`config.mk`:
```
export PLATFORM = sky130hd
export DESIGN_NAME = seg_scan_driver_flat
export DESIGN_NICKNAME = d
export VERILOG_FILES = /design/src/rtl/seg_scan_if.sv /design/src/rtl/seg_scan_driver.sv /design/src/flat_wrapper.sv
export SDC_FILE = /design/constraint.sdc
export NUM_CORES = 1
export LEC_CHECK = 0
export CAP_MARGIN = 20
export CORE_ASPECT_RATIO = 0.8
export CORE_MARGIN = 1
export CORE_UTILIZATION = 39
export DETAILED_ROUTE_END_ITERATION = 10
export PLACE_DENSITY = 0.72
export SETUP_SLACK_MARGIN = 0.02
export SLEW_MARGIN = 25
export SYNTH_ARGS = -nofsm -noshare
export SYNTH_HDL_FRONTEND = slang
export SYNTH_SLANG_ARGS = --single-unit
```
`constraint.sdc`:
```
create_clock -name CLK -period 1.98 [get_ports CLK]
set_clock_uncertainty 0.05 [all_clocks]
set_input_delay 0.396 -clock CLK [delete_from_list [all_inputs] [get_ports CLK]]
set_output_delay 0.396 -clock CLK [all_outputs]
set_load 0.02 [all_outputs]
```
`src/rtl/seg_scan_if.sv`:
```
// Display-side bus of the segment scan driver: per-digit patterns and enable in,
// multiplexed segment/digit drive and frame tick out.
interface seg_scan_if;
    logic [7:0] SEG_PAT_1;
    logic [7:0] SEG_PAT_2;
    logic [7:0] SEG_PAT_3;
    logic [7:0] SEG_PAT_4;
    logic [7:0] SEG_PAT_5;
    logic [7:0] SEG_PAT_6;
    logic [7:0] SEG_PAT_7;
    logic [7:0] SEG_PAT_8;
    logic       EN;
    logic [7:0] SEG_OUT;
    logic [7:0] DIG_SEL;
    logic       FRAME_TICK;

    // Pattern source (e.g. display controller or testbench)
    modport master (
        output SEG_PAT_1, SEG_PAT_2, SEG_PAT_3, SEG_PAT_4,
        output SEG_PAT_5, SEG_PAT_6, SEG_PAT_7, SEG_PAT_8,
        output EN,
        input  SEG_OUT, DIG_SEL, FRAME_TICK
    );

    // Scan driver
    modport slave (
        input  SEG_PAT_1, SEG_PAT_2, SEG_PAT_3, SEG_PAT_4,
        input  SEG_PAT_5, SEG_PAT_6, SEG_PAT_7, SEG_PAT_8,
        input  EN,
        output SEG_OUT, DIG_SEL, FRAME_TICK
    );
endinterface

```
`src/rtl/seg_scan_driver.sv`:
```
// Eight-digit multiplexed 7-segment scan driver.
// Each digit owns a slot of SCAN_DIV cycles; the first BLANK_CYC cycles of a slot
// are forced dark to stop ghosting while the digit select switches over.
// The digit pattern is latched once at slot start so mid-slot updates never tear.
// Legal parameters: BLANK_CYC >= 2 and SCAN_DIV >= BLANK_CYC + 2.
module seg_scan_driver #(
    parameter int SCAN_DIV  = 2500,
    parameter int BLANK_CYC = 250
) (
    input  logic      CLK,
    input  logic      RSTN,
    seg_scan_if.slave bus
);
    // Counter is exactly wide enough for SCAN_DIV-1
    localparam int CW = (SCAN_DIV > 1) ? $clog2(SCAN_DIV) : 1;
    localparam logic [CW-1:0] CNT_LAST  = CW'(SCAN_DIV - 1);
    localparam logic [CW-1:0] CNT_BLANK = CW'(BLANK_CYC);

    logic [CW-1:0] cnt_q, cnt_d;
    logic [2:0]    idx_q, idx_d;
    logic [7:0]    pat_l_q, pat_l_d;
    logic [7:0]    seg_q, seg_d;
    logic [7:0]    dig_q, dig_d;
    logic          tick_q, tick_d;
    logic [7:0]    pat_sel;
    logic          cnt_wrap;
    logic          show;

    // Select the pattern of the digit currently being scanned
    always_comb begin
        pat_sel = 8'h00;
        case (idx_q)
            3'd0:    pat_sel = bus.SEG_PAT_1;
            3'd1:    pat_sel = bus.SEG_PAT_2;
            3'd2:    pat_sel = bus.SEG_PAT_3;
            3'd3:    pat_sel = bus.SEG_PAT_4;
            3'd4:    pat_sel = bus.SEG_PAT_5;
            3'd5:    pat_sel = bus.SEG_PAT_6;
            3'd6:    pat_sel = bus.SEG_PAT_7;
            default: pat_sel = bus.SEG_PAT_8;
        endcase
    end

    // Next-state: slot timing runs regardless of EN so frame rate never depends on it
    always_comb begin
        cnt_wrap = (cnt_q == CNT_LAST);
        cnt_d    = cnt_wrap ? '0 : cnt_q + 1'b1;
        idx_d    = cnt_wrap ? idx_q + 3'd1 : idx_q;
        pat_l_d  = (cnt_q == '0) ? pat_sel : pat_l_q;
        // CNT==0 is always inside the blank window, so the latch update is never visible
        show     = (cnt_q >= CNT_BLANK) && bus.EN;
        dig_d    = show ? (8'h01 << idx_q) : 8'h00;
        seg_d    = show ? pat_l_q : 8'h00;
        tick_d   = cnt_wrap && (idx_q == 3'd7);
    end

    // State and registered outputs; reset darkens the display immediately
    always_ff @(posedge CLK or negedge RSTN) begin
        if (!RSTN) begin
            cnt_q   <= '0;
            idx_q   <= 3'd0;
            pat_l_q <= 8'h00;
            seg_q   <= 8'h00;
            dig_q   <= 8'h00;
            tick_q  <= 1'b0;
        end else begin
            cnt_q   <= cnt_d;
            idx_q   <= idx_d;
            pat_l_q <= pat_l_d;
            seg_q   <= seg_d;
            dig_q   <= dig_d;
            tick_q  <= tick_d;
        end
    end

    assign bus.SEG_OUT    = seg_q;
    assign bus.DIG_SEL    = dig_q;
    assign bus.FRAME_TICK = tick_q;
endmodule

```
`src/flat_wrapper.sv`:
```
// flat-port wrapper written by rule: the top's interface ports become plain ports
module seg_scan_driver_flat 
#(
    parameter int SCAN_DIV  = 2500,
    parameter int BLANK_CYC = 250
)
  (CLK, RSTN, bus_SEG_PAT_1, bus_SEG_PAT_2, bus_SEG_PAT_3, bus_SEG_PAT_4, bus_SEG_PAT_5, bus_SEG_PAT_6, bus_SEG_PAT_7, bus_SEG_PAT_8, bus_EN, bus_SEG_OUT, bus_DIG_SEL, bus_FRAME_TICK);
  seg_scan_if bus_i ();
  input  logic CLK;
  input  logic RSTN;
  input wire logic [$bits(bus_i.SEG_PAT_1)-1:0] bus_SEG_PAT_1;
  input wire logic [$bits(bus_i.SEG_PAT_2)-1:0] bus_SEG_PAT_2;
  input wire logic [$bits(bus_i.SEG_PAT_3)-1:0] bus_SEG_PAT_3;
  input wire logic [$bits(bus_i.SEG_PAT_4)-1:0] bus_SEG_PAT_4;
  input wire logic [$bits(bus_i.SEG_PAT_5)-1:0] bus_SEG_PAT_5;
  input wire logic [$bits(bus_i.SEG_PAT_6)-1:0] bus_SEG_PAT_6;
  input wire logic [$bits(bus_i.SEG_PAT_7)-1:0] bus_SEG_PAT_7;
  input wire logic [$bits(bus_i.SEG_PAT_8)-1:0] bus_SEG_PAT_8;
  input wire logic [$bits(bus_i.EN)-1:0] bus_EN;
  output wire logic [$bits(bus_i.SEG_OUT)-1:0] bus_SEG_OUT;
  output wire logic [$bits(bus_i.DIG_SEL)-1:0] bus_DIG_SEL;
  output wire logic [$bits(bus_i.FRAME_TICK)-1:0] bus_FRAME_TICK;
  assign bus_i.SEG_PAT_1 = bus_SEG_PAT_1;
  assign bus_i.SEG_PAT_2 = bus_SEG_PAT_2;
  assign bus_i.SEG_PAT_3 = bus_SEG_PAT_3;
  assign bus_i.SEG_PAT_4 = bus_SEG_PAT_4;
  assign bus_i.SEG_PAT_5 = bus_SEG_PAT_5;
  assign bus_i.SEG_PAT_6 = bus_SEG_PAT_6;
  assign bus_i.SEG_PAT_7 = bus_SEG_PAT_7;
  assign bus_i.SEG_PAT_8 = bus_SEG_PAT_8;
  assign bus_i.EN = bus_EN;
  assign bus_SEG_OUT = bus_i.SEG_OUT;
  assign bus_DIG_SEL = bus_i.DIG_SEL;
  assign bus_FRAME_TICK = bus_i.FRAME_TICK;
  seg_scan_driver #(.SCAN_DIV(SCAN_DIV), .BLANK_CYC(BLANK_CYC)) u_core (.CLK(CLK), .RSTN(RSTN), .bus(bus_i));
endmodule
```
==> impl_metrics.toml, run 1 <==
[outcome]
outcome = "finished with violations"
violations = "design-rule violations"

[finish]
area_delta_synth_final_pct = 57.1
antennaDiodeCount = 0
drive_gt1_share_pct = 18.8
final_util_pct = 65.5
most-common-layout-cells = "82 x clkdlybuf4s50_1, 40 x dfrtp_1, 17 x nor2_1, 17 x buf_4, 15 x and2_1"
layout.nets = 373
final_common_cell = "clkdlybuf4s50_1"

[worst_setup_path]
startpoint = "u_core.idx_q[0]"
path_depth = 8
rr_endpoint = "u_core.pat_l_q[1]"
reg2regPathDepth = 8
path_class = "reg -> reg"
critPathArrivalTime_ns = 2.09
startpoint_type = "flop"
endpoint = "u_core.pat_l_q[1]"
path_cells = "buf_6, inv_4, ha_4, buf_6, nor2b_4, a222oi_1, a311oi_2, a21o_1"
reg2reg_slack_ns = 0.03
rr_startpoint = "u_core.idx_q[0]"
end_kind = "flop"
cp_slowest_cell = "a222oi_1"
cp_top_family = "compound AO/OA/AOI/OAI gates"
worstPathBufferInverterCount = 3
crit_fanout = 5
crit_top_cell = "buf_6"
cpPeakStageDelay_ns = 0.47
cp_data_required_time_ns = 2.12

[detailed_routing]
vias_per_cell = 5.48
wl_mm = 6.34
drt_iter0_drc = 102
antenna_left = 0
wl_per_cell_um = 17.6
vias = 1971
first_pass_iters = 7
remaining_drc_errors = 4

[clocking]
cts.sinks = 40
holdBufCountCts = 0
cts-root-buf = "clkbuf_8"
htreeDepth = 2
clk_pin_slew_ns = 0.09
worstSkewPairLatency_ns = 0.29
cts_inserted_buffers = 5
cts_buffer_depth = 2
cts_tree = "built"

[floorplanning]
std_cell_rows = 23
core_um2 = 5150
die_area_um2 = 5810
fp.dieW_um = 85.0
initial_core_util_pct = 41.7
pin_count = 84
die_h_um = 68.4

[place]
dp.final_hpwl_mm = 4.55
io_buffers = 83
gp_congestion = 0.845

[global_route]
grt_pass1_wl_mm = 9.12
grt-ovfl-total = 0
grt_max_degree = 41
grt_pass1_vias = 1783
grt_usage_pct = 21.1
antenna_found_initial = 0

[timing]
finalSetupViolCount = 0
timing.hold.ws_ns = 0.111
min_period_over_period_pct = 98.3
slew_violations = 0
fmax_ghz = 0.514
final-hold-violation-count = 0
worst_slew_pin_slew_ns = 0.517
max_slew_margin_pct = 65.6
finalCriticalPeriod_ns = 1.95
rsz0062_at_grt = "true"

[logic_synthesis]
postSynthCellCount = 199
synthArstFlopShare_pct = 100
synth-seq-cells = 40
synth_edf_count = 0
synth_nets = 275
yosysSeqAreaShare_pct = 46.6
synthFlopType = "dfrtp_1"
syn_area_per_cell_um2 = 10.8
synth_cell_types = 37
syn-cell-area_um2 = 2150
yosys_warnings = 0

[worst_hold_path]
min_path_type = "in -> async"

[power_and_ir_drop]
p_per_area_nw_per_um2 = 473
leakage_uw = 0.00145
ir_drop_mv = 0.282

[run]
max_cap_viol_count = 0
==> cell families (layout without fill, tap and decap cells) <==
family	after synthesis	count (layout)	synth area share, %
fa+ha+maj	9	9	5.24
buf+inv	20	119	5.24
compound gates	51	51	18.6
flops	40	40	46.6
mux	2	2	1.05
xor+xnor	10	10	4.08
simple gates	67	67	19.2
==> Yosys cell counts, types with 2 or more instances <==
| library cell | number | area share [%] |
|---|---|---|
| a2111oi_0 | 5 | 2.0 |
| a21o_1 | 2 | 0.70 |
| a21oi_1 | 8 | 1.9 |
| a221oi_1 | 6 | 2.4 |
| a222oi_1 | 2 | 0.93 |
| a22o_1 | 2 | 0.82 |
| a22oi_1 | 6 | 2.1 |
| a311oi_1 | 2 | 0.82 |
| a32o_1 | 4 | 1.9 |
| a32oi_1 | 2 | 0.82 |
| and2_1 | 16 | 4.7 |
| and3_1 | 6 | 1.7 |
| buf_2 | 6 | 1.4 |
| buf_4 | 2 | 0.70 |
| buf_6 | 3 | 1.6 |
| clkbuf_1 | 3 | 0.52 |
| dfrtp_1 | 40 | 47 |
| ha_1 | 9 | 5.2 |
| inv_1 | 6 | 1.0 |
| mux2_2 | 2 | 1.0 |
| nand2_1 | 9 | 1.6 |
| nand3_1 | 5 | 1.2 |
| nand4_1 | 4 | 1.2 |
| nor2_1 | 17 | 3.0 |
| nor2b_1 | 4 | 1.2 |
| nor4_4 | 3 | 3.0 |
| o21ai_1 | 2 | 0.47 |
| o31ai_1 | 6 | 2.1 |
| xnor2_1 | 5 | 2.0 |
| xor2_1 | 5 | 2.0 |
==> routing by layer <==
metal  GRT usage [%]  vias to the layer above  share of wire (%)
met2            31.9                       69                 48
met1            29.7                      962                 47
li1                -                      932                  -
met5               0                        -                  0
met3            5.31                        8                4.4
met4            6.99                        0                1.5
==> how the worst min path moves through the flow <==
stage	cells after the start	slack, ns	end	start
4_1_cts	2	0.12	u_core.idx_q[2]	RSTN
3_3_place_gp	2	0.40	u_core.pat_l_q[6]	u_core.pat_l_q[6]
3_5_place_dp	2	0.41	u_core.pat_l_q[5]	u_core.pat_l_q[5]
6_report	2	0.11	u_core.cnt_q[0]	RSTN
5_1_grt	2	0.15	u_core.cnt_q[5]	RSTN
2_1_floorplan	0	0.05	u_core.bus.DIG_SEL[0]	RSTN
==> timing repair <==
item	in CTS	in global routing
cloned	0	0
buffers inserted	0	4
setup endpoints to repair	4	7
pin swaps	2	9
endpoints found under the hold margin	0	0
gates resized for setup	4	29
==> cell type report <==
| cell class | instances | area, µm² |
|---|---|---|
| Sequential cell | 40 | 1000 |
| Inverter | 6 | 25.0 |
| Tap cell | 62 | 77.6 |
| Timing Repair Buffer | 105 | 1020 |
| Fill cell | 395 | 1780 |
| Clock inverter | 2 | 15.0 |
| Multi-Input combinational cell | 139 | 1150 |
| Clock buffer | 6 | 82.6 |
==> per-stage QoR <==
step                      setup slack (ns)  area [µm²]  setup TNS [ns]  cells  power, µW
after floorplan                     0.0574        2150               0    199        866
after global placement            -0.00192        3110        -0.00192    348       1020
after detailed placement           -0.0179        3110         -0.0318    348       1020
after CTS                           0.0160        3210               0    356       1600
after global routing               -0.0173        3370         -0.0572    360       1670
final                               0.0343        3370               0    360       1590
==> sequential cells by signal, summed over array words and instances (netlist names) <==
signal                 cells
u_core.idx_q               3
u_core.bus.DIG_SEL         8
u_core.bus.SEG_OUT         8
u_core.bus.FRAME_TICK      1
u_core.pat_l_q             8
u_core.cnt_q              12
==> where the power goes <==
part | switching [µW] | internal, µW
Sequential | 4.37 | 824
Combinational | 54.5 | 132
Clock | 297 | 282
Total | 356 | 1240
(Power assumes the default switching activity.)
==> run 2: changes to the inputs <==
--- a/config.mk
+++ b/config.mk
@@ -8,10 +8,11 @@
 export CAP_MARGIN = 20
 export CORE_ASPECT_RATIO = 0.8
 export CORE_MARGIN = 1
-export CORE_UTILIZATION = 39
+export CORE_UTILIZATION = 41
+export CTS_BUF_LIST = sky130_fd_sc_hd__clkbuf_8
 export DETAILED_ROUTE_END_ITERATION = 10
-export PLACE_DENSITY = 0.72
-export SETUP_SLACK_MARGIN = 0.02
+export PLACE_DENSITY = 0.75
+export SETUP_SLACK_MARGIN = 0.3
 export SLEW_MARGIN = 25
 export SYNTH_ARGS = -nofsm -noshare
 export SYNTH_HDL_FRONTEND = slang
==> run 2 against run 1 <==
The run now ends clean. Wire length increased by 6.8%. Power grew 0.80%. Core utilization is 4.7 points higher. Sequential share of layout area fell by 1.3 points. Via count up 5.6%. Die area is 4.8% lower. First-iteration DRC count up 120%.
==> impl_metrics.toml, run 2 (synthesized netlist as in run 1, its figures left out) <==
[floorplanning]
die_area_um2 = 5530
die_h_um = 66.7
pin_count = 84
core_um2 = 5040
fp.dieW_um = 82.9
initial_core_util_pct = 42.6
std_cell_rows = 23

[worst_setup_path]
rr_startpoint = "u_core.idx_q[1]"
crit_fanout = 5
endpoint = "u_core.pat_l_q[4]"
startpoint_type = "flop"
path_class = "reg -> reg"
rr_endpoint = "u_core.pat_l_q[4]"
startpoint = "u_core.idx_q[1]"
reg2reg_slack_ns = 0.07
end_kind = "flop"
critPathArrivalTime_ns = 2.04
cp_data_required_time_ns = 2.11
reg2regPathDepth = 9

[detailed_routing]
wirelength_met1_mm = 2.90
top_layer = "met4"
wl_met2_mm = 3.26
first_pass_iters = 5
wl_mm = 6.77
met3_length_um = 482
vias = 2082
remaining_drc_errors = 0
antenna_left = 0
drt_iter0_drc = 225
wl_per_cell_um = 18.4
vias_per_cell = 5.67

[finish]
area_delta_synth_final_pct = 64.5
largest_register_ffs = 12
multiInputGateArea_um2 = 1220
layout.nets = 380
most-common-layout-cells = "65 x clkdlybuf4s50_1, 40 x dfrtp_1, 19 x buf_4"
final_util_pct = 70.1
regMostFlops = "u_core.cnt_q"
regArea_um2 = 1000
drive_gt1_share_pct = 24.3
final_common_cell = "clkdlybuf4s50_1"
nFillCells = 370
antennaDiodeCount = 0
final_area_um2 = 3530
layout.cells.non_filler = 367

[power_and_ir_drop]
comb_power_share_pct = 12.2
ir_drop_mv = 0.348
pwr-share-clk_pct = 36.2
leakage_uw = 0.00168
p_total_uw = 1610
p_per_area_nw_per_um2 = 455
p_seq_share_pct = 51.6
switching_power_uw = 364
swShare_pct = 22.6
power.internal_uw = 1240

[clocking]
cts-root-buf = "clkbuf_8"
worstSkewPairLatency_ns = 0.30
cts_buffer_depth = 2
cts_inserted_buffers = 5
htreeDepth = 2
cts_tree = "built"
clk_pin_slew_ns = 0.08
cts.sinks = 40

[place]
placedCellCount = 340
dp.final_hpwl_mm = 4.54
io_buffers = 83
postPlaceCellArea_um2 = 3120
gp_congestion = 0.877

[global_route]
grt_max_degree = 41
grt_usage_pct = 24.2
antenna_found_initial = 0
grt_pass1_vias = 1973
grt_pass1_wl_mm = 10.1
grt-ovfl-total = 0

[timing]
slew_violations = 0
worst_slew_pin_slew_ns = 0.342
finalSetupViolCount = 0
fmax_ghz = 0.524
finalCriticalPeriod_ns = 1.91
min_period_over_period_pct = 96.3
final-hold-violation-count = 0
max_slew_margin_pct = 77.0
rsz0062_at_grt = "true"
setup_total_negative_slack_ns = 0

[worst_hold_path]
min_path_type = "in -> async"

[run]
max_cap_viol_count = 0

[outcome]
outcome = "finished clean"
[run 2: cell types whose count changed in the layout (fill, tap and decap cells not counted), moves of 4 or more]
cell             before  now
buf_6                 4    8
clkdlybuf4s50_1      82   65
dlygate4sd2_1         0    8
dlymetal6s2s_1        0    9
nor2_1               17   13
[run 2: critical path, cell delays in order (launching register included)]
cell,delay [ns]
dfrtp_1,0.40
buf_6,0.12
inv_4,0.04
ha_4,0.18
buf_6,0.14
buf_6,0.12
a221oi_2,0.24
a21oi_1,0.09
a2111oi_2,0.29
o31ai_1,0.12
[run 2: cell type report]
cell class                      count  area share, %
Clock buffer                        6           2.34
Tap cell                           62           2.20
Inverter                            6          0.780
Multi-Input combinational cell    139           34.4
Timing Repair Buffer              112           31.5
Sequential cell                    40           28.3
Clock inverter                      2          0.425
[run 2: timing repair]
item,in CTS,in global routing
setup buffers,14,5
gates resized for setup,38,18
hold endpoints to repair,0,0
setup endpoints to repair,16,25
pin swaps,8,6
hold buffers,0,0
[run 2: layer usage]
| metal | track usage, % | vias up |
|---|---|---|
| met4 | 8.41 | 0 |
| met3 | 4.83 | 24 |
| met1 | 33.6 | 1007 |
| met5 | 0 | - |
| li1 | - | 946 |
| met2 | 38.0 | 105 |
[run 2: power groups by stage]
stage,clock (µW),combinational [µW],sequential (µW)
after floorplan,0,25.3,843
after global placement,0,185,845
after detailed placement,0,184,845
after CTS,590,193,829
after global routing,636,207,830
final,582,197,829
[run 2: worst min-delay path by stage]
stage / endpoint / slack (ns) / cells past startpoint / startpoint
finish: u_core.bus.SEG_OUT[3] / 0.004 / 2 / RSTN
global route: u_core.bus.SEG_OUT[4] / 0.02 / 2 / RSTN
CTS: u_core.bus.SEG_OUT[3] / 0.01 / 2 / RSTN
detailed placement: u_core.bus.SEG_OUT[3] / 0.33 / 2 / RSTN
global placement: u_core.bus.SEG_OUT[3] / 0.33 / 2 / RSTN
floorplan: u_core.bus.DIG_SEL[0] / 0.05 / 0 / RSTN
[run 2: per-stage QoR]
step                      hold slack [ns]  setup slack [ns]
after global placement              0.328            0.0809
after CTS                          0.0123             0.150
after global routing               0.0173          -0.00655
final                             0.00424            0.0727
after floorplan                    0.0504             0.155
after detailed placement            0.334            0.0231
==> run 3: changes to the inputs <==
--- a/config.mk
+++ b/config.mk
@@ -7,9 +7,9 @@
 export LEC_CHECK = 0
 export CAP_MARGIN = 20
 export CORE_ASPECT_RATIO = 0.8
-export CORE_MARGIN = 1
 export CORE_UTILIZATION = 41
 export CTS_BUF_LIST = sky130_fd_sc_hd__clkbuf_8
+export CTS_CLUSTER_SIZE = 40
 export DETAILED_ROUTE_END_ITERATION = 10
 export PLACE_DENSITY = 0.75
 export SETUP_SLACK_MARGIN = 0.3
==> results of run 3 <==
Same layout as run 2: the final DEF is identical, and so are final timing and power.
